### config.mk
export PLATFORM = sky130hd
export DESIGN_NAME = pcm_frame_packer
export DESIGN_NICKNAME = d
export VERILOG_FILES = /design/src/rtl/pcm_frame_packer.sv
export SDC_FILE = /design/constraint.sdc
export NUM_CORES = 1
export LEC_CHECK = 0
export CAP_MARGIN = 20
export CORE_UTILIZATION = 45
export CTS_BUF_LIST = sky130_fd_sc_hd__clkbuf_4 sky130_fd_sc_hd__clkbuf_8
export CTS_CLUSTER_DIAMETER = 50
export CTS_CLUSTER_SIZE = 12
export DETAILED_ROUTE_END_ITERATION = 7
export HOLD_SLACK_MARGIN = 0.15
export PLACE_DENSITY_LB_ADDON = 0.1
export SYNTH_ARGS = -nofsm -noshare
export SYNTH_HDL_FRONTEND = slang
export SYNTH_SLANG_ARGS = --single-unit
### constraint.sdc
create_clock -name ap_clk -period 2.35 [get_ports ap_clk]
set_clock_uncertainty 0.05 [all_clocks]
set_input_delay 0.235 -clock ap_clk [delete_from_list [all_inputs] [get_ports ap_clk]]
set_output_delay 0.235 -clock ap_clk [all_outputs]
set_load 0.03 [all_outputs]
### src/rtl/pcm_frame_packer.sv
// Packs channel-interleaved PCM samples into NUM_CH-wide words with TLAST framing and a 2-word skid FIFO.
// Optional PCM_PACKER_DROP_EN: never stall the source; drop completed words when the FIFO is full.
module pcm_frame_packer #(
    parameter int SAMPLE_WIDTH = 32,
    parameter int NUM_CH       = 2,
    parameter int FRAME_LEN    = 1024
) (
    input  logic                           ap_clk,
    input  logic                           ap_rst_n,
    input  logic [SAMPLE_WIDTH-1:0]        stream_in_TDATA,
    input  logic                           stream_in_TVALID,
    output logic                           stream_in_TREADY,
    input  logic                           stream_in_TUSER,
    output logic [NUM_CH*SAMPLE_WIDTH-1:0] stream_out_TDATA,
    output logic                           stream_out_TVALID,
    input  logic                           stream_out_TREADY,
    output logic                           stream_out_TLAST,
    output logic [31:0]                    frame_count,
    output logic                           align_err
`ifdef PCM_PACKER_DROP_EN
    ,
    output logic [15:0]                    drop_count
`endif
);

    localparam int DATA_WIDTH = NUM_CH * SAMPLE_WIDTH;
    localparam int LW         = (NUM_CH > 1) ? $clog2(NUM_CH) : 1;
    localparam int FW         = (FRAME_LEN > 1) ? $clog2(FRAME_LEN) : 1;
    localparam int LAST_IDX   = NUM_CH - 1;
    localparam logic [LW-1:0] LAST_LANE = LW'(NUM_CH - 1);
    localparam logic [FW-1:0] LAST_WORD = FW'(FRAME_LEN - 1);

    logic [LW-1:0]         lane_q, lane_d;
    logic [FW-1:0]         wcnt_q, wcnt_d;
    logic [DATA_WIDTH-1:0] part_q, part_d;
    logic [DATA_WIDTH-1:0] mem_data_q [2];
    logic [DATA_WIDTH-1:0] mem_data_d [2];
    logic                  mem_last_q [2];
    logic                  mem_last_d [2];
    logic                  rd_ptr_q, rd_ptr_d;
    logic                  wr_ptr_q, wr_ptr_d;
    logic [1:0]            count_q, count_d;
    logic [31:0]           frame_count_q, frame_count_d;
    logic                  align_err_q, align_err_d;

    logic                  in_ready;
    logic                  in_fire;
    logic                  out_fire;
    logic                  resync;
    logic                  complete;
    logic                  push;
    logic                  word_last;
    logic [DATA_WIDTH-1:0] full_word;

`ifdef PCM_PACKER_DROP_EN
    logic [15:0]           drop_count_q, drop_count_d;
    logic                  drop;
`endif

    always_comb begin
        // Ready is gated by the reset pin itself so it is low for the whole reset window.
`ifdef PCM_PACKER_DROP_EN
        in_ready = ap_rst_n;
`else
        in_ready = ap_rst_n && !((lane_q == LAST_LANE) && (count_q == 2'd2));
`endif
        in_fire   = stream_in_TVALID && in_ready;
        out_fire  = (count_q != 2'd0) && stream_out_TREADY;
        resync    = stream_in_TUSER && (lane_q != '0);
        complete  = in_fire && !resync && (lane_q == LAST_LANE);
        word_last = (wcnt_q == LAST_WORD);

        full_word = part_q;
        full_word[LAST_IDX*SAMPLE_WIDTH +: SAMPLE_WIDTH] = stream_in_TDATA;

`ifdef PCM_PACKER_DROP_EN
        push = complete && !((count_q == 2'd2) && !out_fire);
        drop = complete && !push;
`else
        push = complete;
`endif

        part_d = part_q;
        lane_d = lane_q;
        if (in_fire) begin
            if (resync) begin
                part_d[SAMPLE_WIDTH-1:0] = stream_in_TDATA;
                lane_d = LW'(1);
            end else if (lane_q == LAST_LANE) begin
                lane_d = '0;
            end else begin
                part_d[int'(lane_q)*SAMPLE_WIDTH +: SAMPLE_WIDTH] = stream_in_TDATA;
                lane_d = lane_q + LW'(1);
            end
        end

        // Dropped words still consume a frame slot so TLAST stays on the source's frame grid.
        wcnt_d = wcnt_q;
        if (complete) begin
            wcnt_d = word_last ? '0 : wcnt_q + FW'(1);
        end

        mem_data_d = mem_data_q;
        mem_last_d = mem_last_q;
        wr_ptr_d   = wr_ptr_q;
        rd_ptr_d   = rd_ptr_q;
        if (push) begin
            mem_data_d[wr_ptr_q] = full_word;
            mem_last_d[wr_ptr_q] = word_last;
            wr_ptr_d = ~wr_ptr_q;
        end
        if (out_fire) begin
            rd_ptr_d = ~rd_ptr_q;
        end

        unique case ({push, out_fire})
            2'b10:   count_d = count_q + 2'd1;
            2'b01:   count_d = count_q - 2'd1;
            default: count_d = count_q;
        endcase

        frame_count_d = frame_count_q;
        if (out_fire && mem_last_q[rd_ptr_q]) begin
            frame_count_d = frame_count_q + 32'd1;
        end

        align_err_d = in_fire && resync;

`ifdef PCM_PACKER_DROP_EN
        drop_count_d = drop_count_q;
        if (drop && (drop_count_q != 16'hFFFF)) begin
            drop_count_d = drop_count_q + 16'd1;
        end
`endif
    end

    always_ff @(posedge ap_clk or negedge ap_rst_n) begin
        if (!ap_rst_n) begin
            lane_q        <= '0;
            wcnt_q        <= '0;
            part_q        <= '0;
            mem_data_q    <= '{default: '0};
            mem_last_q    <= '{default: 1'b0};
            rd_ptr_q      <= 1'b0;
            wr_ptr_q      <= 1'b0;
            count_q       <= 2'd0;
            frame_count_q <= 32'd0;
            align_err_q   <= 1'b0;
        end else begin
            lane_q        <= lane_d;
            wcnt_q        <= wcnt_d;
            part_q        <= part_d;
            mem_data_q    <= mem_data_d;
            mem_last_q    <= mem_last_d;
            rd_ptr_q      <= rd_ptr_d;
            wr_ptr_q      <= wr_ptr_d;
            count_q       <= count_d;
            frame_count_q <= frame_count_d;
            align_err_q   <= align_err_d;
        end
    end

`ifdef PCM_PACKER_DROP_EN
    always_ff @(posedge ap_clk or negedge ap_rst_n) begin
        if (!ap_rst_n) begin
            drop_count_q <= 16'd0;
        end else begin
            drop_count_q <= drop_count_d;
        end
    end

    assign drop_count = drop_count_q;
`endif

    assign stream_in_TREADY  = in_ready;
    assign stream_out_TVALID = (count_q != 2'd0);
    assign stream_out_TDATA  = mem_data_q[rd_ptr_q];
    assign stream_out_TLAST  = mem_last_q[rd_ptr_q] && (count_q != 2'd0);
    assign frame_count       = frame_count_q;
    assign align_err         = align_err_q;

endmodule

# Word level (Yosys, flattened, before mapping)
# Cells that the tools add are included.
# W data, S select, Z words.
[word_totals]
elab_cells = 71
output_inout_bits = 100
ff_bits = 242
input_bits = 37
[op_classes]
magnitude_cmp = 3
eq_ne = 5
bitwise_logic = 6
shift = 2
reduce_logical = 17
muxes = 19
addsub = 6
[ops]
columns = ["op", "count"]
rows = [
  ["$mux W64", 4],
  ["$bwmux W128", 1],
  ["$bwmux W64", 1],
  ["$demux W64 S1", 1],
  ["$mux W32", 2],
  ["$shift A32 B33 Y64 const A", 1],
  ["$shiftx A32 B33 Y64", 1],
  ["$neg A6 Y33", 1],
  ["$add A32 B1 Y32 const B", 1],
  ["$logic_and A1 B1 Y1", 11],
  ["$add A10 B1 Y10 const B", 1],
  ["$eq A10 B10 Y1 const B", 1],
  ["$mux W10", 1],
  ["$mux W1", 6],
  ["$eq A2 B2 Y1 const B", 2],
  ["$ge A2 B2 Y1 const B", 2],
  ["$not A1 Y1", 4],
  ["$not A1 Y2", 2],
  ["$pmux W2 S2", 1],
  ["$reduce_bool A2 Y1", 2],
  ["$reduce_and A3 Y1", 1],
  ["$add A2 B1 Y2 const B", 1],
  ["$bwmux W2", 1],
  ["$eq A2 B1 Y1 const B", 1],
  ["7 further kinds", 8],
]

# Longest topological paths before layout
[depth]
ltp_word = 9
mapped_depth = 8
depth_no_buf = 7

# Worst setup path before layout
# No wires, ideal clock.
[synth_path]
kind = "reg-to-reg"
from = "register frame_count_q[0], in the netlist frame_count[0]"
to = "register frame_count_q[10], in the netlist frame_count[10]"
n_path_buf = 0
period_less_slack_ps = 1897
setup_slack_ps = 453
t_required_ps = 2167
arrival_ps = 1713
setup_time_ps = 133
path_stages_with_launch = 6
path_cell_list = "dfrtp_1 ha_1 o2111ai_1 nor3_1 nand4_1 xnor2_1"
[synth_between]
elab_chain_cells = 1
[synth_rtl]
columns = ["element", "line", "text"]
rows = [
  ["start, declared", "43", "logic [31:0] frame_count_q, frame_count_d;"],
  ["start signal, assigned", "158", "frame_count_q <= frame_count_d;"],
  ["$add A32 B1 Y32", "124", "frame_count_d = frame_count_q + 32'd1;"],
]
# No other way between the ends.
# A chain may end at the register's enable or synchronous reset.

# Final worst setup path
[layout_path]
from = "register rd_ptr_q"
to = "output port stream_out_TDATA[60]"
[layout_between]
elab_chain_cells = 4
[layout_rtl]
columns = ["element", "line", "text"]
rows = [
  ["start, declared", "40", "logic rd_ptr_q, rd_ptr_d;"],
  ["start signal, assigned", "155", "rd_ptr_q <= rd_ptr_d;"],
  ["$not A1 Y2 (implied by the code)", "177", "assign stream_out_TDATA = mem_data_q[rd_ptr_q];"],
  ["$mux W64 (implied by the code) (3 in series)", "177", ""],
  ["end, declared", "14", "output logic [NUM_CH*SAMPLE_WIDTH-1:0] stream_out_TDATA,"],
]
# No other way between the ends. The select of a mux whose other input is x is not followed.

==> results.py <==
metrics = {
    "cts": {
        "cts_buffer_depth": 3,
        "path_clk_slew_ns": 0.08,
        "clkLatencyLatePin_ns": 0.52,
        "cts_root_buffer": "clkbuf_8",
        "numCtsBuffers": 24,
        "cts_tree": "done",
        "cts_setup_buffers": 0,
        "cts.htree.levels": 1,
        "clock_sinks": 210,
    },
    "route": {
        "viasPerCell": 5.21,
        "wirelength_mm": 18.0,
        "drtIter0Drc": 225,
        "first_pass_iters": 4,
        "routedWlPerCell_um": 17.0,
        "ant_nets": 0,
        "met1_length_mm": 7.94,
        "met2_length_mm": 9.03,
        "num_vias": 5519,
        "met3_length_um": 823,
        "dr.max_layer_used": "met4",
        "drcViolationCount": 0,
    },
    "yosys": {
        "netlist.area_leader.share": 0.581,
        "syn_inst": 626,
        "ys_seq_area_frac": 0.581,
        "yosysWarnings": 0,
        "synthDistinctLibCells": 43,
        "synthesis.nets": 666,
        "synth-seq-cells": 210,
        "syn_avg_cell_area_sq_um": 14.5,
        "synthTopCellsByArea": "dfrtp_1, mux2_2, mux2_1",
        "yosysTopAreaCell": "dfrtp_1",
        "syn-cell-area_sq_um": 9050,
    },
    "cells_and_area": {
        "area_growth_pct": 24.6,
        "final_area_sq_um": 11300,
        "fin_nets": 825,
        "antenna_cells": 0,
        "drive_gt1_frac": 0.304,
    },
    "timing": {
        "relSlewSlack": 0.482,
        "worst_pin_slew_ns": 0.777,
        "fmax_ghz": 0.442,
        "final.setup.tns_ns": 0,
        "finalWorstSetupSlack_ns": 0.0852,
        "rsz0062_at_grt": "no",
        "post-route-period-util": 0.964,
        "hold_viol_final": 0,
        "setup_violations": 0,
        "hold_slack_ns": 0.258,
        "maxSlewViolCount": 0,
        "min_period_ns": 2.26,
    },
    "setup_path": {
        "slowest_delay_ns": 0.40,
        "worstPathRequired_ns": 2.07,
        "end_kind": "output pin",
        "r2r_cells": 6,
        "cpLargestDelayFamily": "buffers and inverters",
        "cp.arrival_ns": 1.98,
        "cp_max_fo": 52,
        "cp_num_buf_inv": 2,
        "crit_chain": "buf_16 -> mux2_2 -> dlygate4sd2_1",
        "r2r-start": "rd_ptr_q",
        "cp-start-kind": "flop",
        "r2r_slack_ns": 0.43,
        "critPathKind": "flop to output pin",
        "rr_endpoint": "frame_count[6]",
        "cp_slowest_cell": "dfrtp_2",
    },
    "place": {
        "place_ws_ns": 0.108,
        "io_buffer_count": 136,
        "hpwl_mm": 11.6,
        "place_congestion": 0.787,
        "post_dp_cell_area_sq_um": 10800,
    },
    "pwr": {
        "p_per_area_nw_per_um2": 1310,
        "ir_drop_v": 0.000693,
        "cellLeakagePower_nw": 4.92,
        "power_w": 0.0148,
    },
    "die": {
        "initial_core_util": 0.462,
        "dieWidth_um": 144,
        "fp.dieH_um": 144,
        "dieArea_sq_um": 20700,
        "core_area_sq_um": 19600,
        "row_count": 51,
        "ios": 137,
    },
    "hold_path": {
        "min_path_type": "input pin to async pin",
    },
    "global_route": {
        "overflow": 0,
        "grt_pass1_vias": 5963,
        "grt_pass1_wl_mm": 30.4,
        "grt_use_total": 0.184,
        "antenna_found_initial": 0,
        "grt_max_degree": 150,
    },
    "flow_run": {
        "max_cap_viol_count": 0,
    },
    "status": {
        "outcome": "completed",
    },
}
[synthesized netlist by cell type]
cell type,number
inv_1,8
nor2_1,13
nand4_1,17
and2_1,4
mux2_2,174
nand2b_1,1
nor2b_1,1
nor3_4,1
ha_1,3
nand2_1,17
and3_1,5
buf_4,7
xor2_1,6
and4_1,2
nor2_2,1
o21ai_0,3
a211oi_1,1
o2111ai_1,1
nand3_1,19
buf_2,4
buf_1,3
inv_4,1
o21ai_1,1
or3_1,1
a21oi_1,4
o22a_1,1
dfrtp_1,210
nor4_1,2
a31oi_1,2
a21boi_0,1
nor4b_1,1
clkbuf_1,5
nand3b_1,1
o41a_1,1
o31ai_1,2
nor2_8,1
mux2i_1,2
nor3_1,5
xnor2_1,34
buf_6,6
nor4_2,2
nor3_2,1
mux2_1,51
[cells by family after synthesis]
group | synth area share
multiplexers | 0.282
flip-flops | 0.581
AND/OR/NAND/NOR | 0.0594
XOR/XNOR | 0.0387
buffers and inverters | 0.0228
AO/OA/AOI/OAI | 0.0123
adder cells (fa/ha/maj) | 0.00415
[final cells by class]
cell class | instances | area [sq um]
tap | 265 | 332
fill | 1677 | 8310
sequential | 210 | 5260
clock buffer | 27 | 365
multi-input combinational | 382 | 3610
inverter | 9 | 36.3
timing repair buffer | 158 | 1530
clock inverter | 8 | 153
[registers in the layout, summed over array words and instances, names as in the netlist]
register and cells:
mem_last_q 2, lane_q 1, wr_ptr_q 1, part_q 32
mem_data_q 128, wcnt_q 10, count_q 2, frame_count 32
align_err 1, rd_ptr_q 1
[worst max path at each step]
| stage | startpoint | to | slack (ns) | cells after the start |
|---|---|---|---|---|
| 2_1_floorplan | frame_count[0] | frame_count[10] | 0.45 | 5 |
| 3_3_place_gp | stream_in_TVALID | mem_data_q[12] | 0.15 | 7 |
| 3_5_place_dp | stream_in_TVALID | mem_data_q[13] | 0.11 | 7 |
| 4_1_cts | rd_ptr_q | stream_out_TDATA[1] | 0.04 | 3 |
| 5_1_grt | rd_ptr_q | stream_out_TDATA[1] | 0.0005 | 3 |
| 6_report | rd_ptr_q | stream_out_TDATA[60] | 0.09 | 3 |
[cell usage in the layout (no fill, tap or decap), types with 16 or more instances in the layout]
cell type and count:
xnor2_1 34, mux2_2 174, dlygate4sd2_1 64, mux2_1 51
nand3_1 19, buf_4 16, nand2_1 17, clkdlybuf4s50_1 69
dfrtp_1 209, nand4_1 17, clkbuf_8 27
[tightest hold or removal path, stage by stage]
cell,delay [ns]
dlygate4sd3_1,0.54
clkbuf_8,0.17
buf_4,0.25
[layer usage]
metal / track usage / vias to the layer above
met2: 0.315 / 111
met3: 0.0353 / 24
li1: - / 2542
met1: 0.242 / 2842
met4: 0.0403 / 0
met5: 0 / -
[where the power goes]
group	switching [W]	internal, W
clock network	0.00128	0.00148
registers	0.000812	0.00508
logic	0.00333	0.00285
[metrics by stage]
stage	std cells	utilization
after global placement	1022	0.552
after detailed placement	1022	0.552
after global routing	1059	0.576
after floorplan	626	-
after CTS	1059	0.576
final	1059	0.576
[what timing repair did]
item,CTS,global route
endpoints found under the setup margin,64,1
resized for setup,64,1
hold buffers,2,0
hold endpoints to repair,164,0
Power figures use the tool's default switching activity.
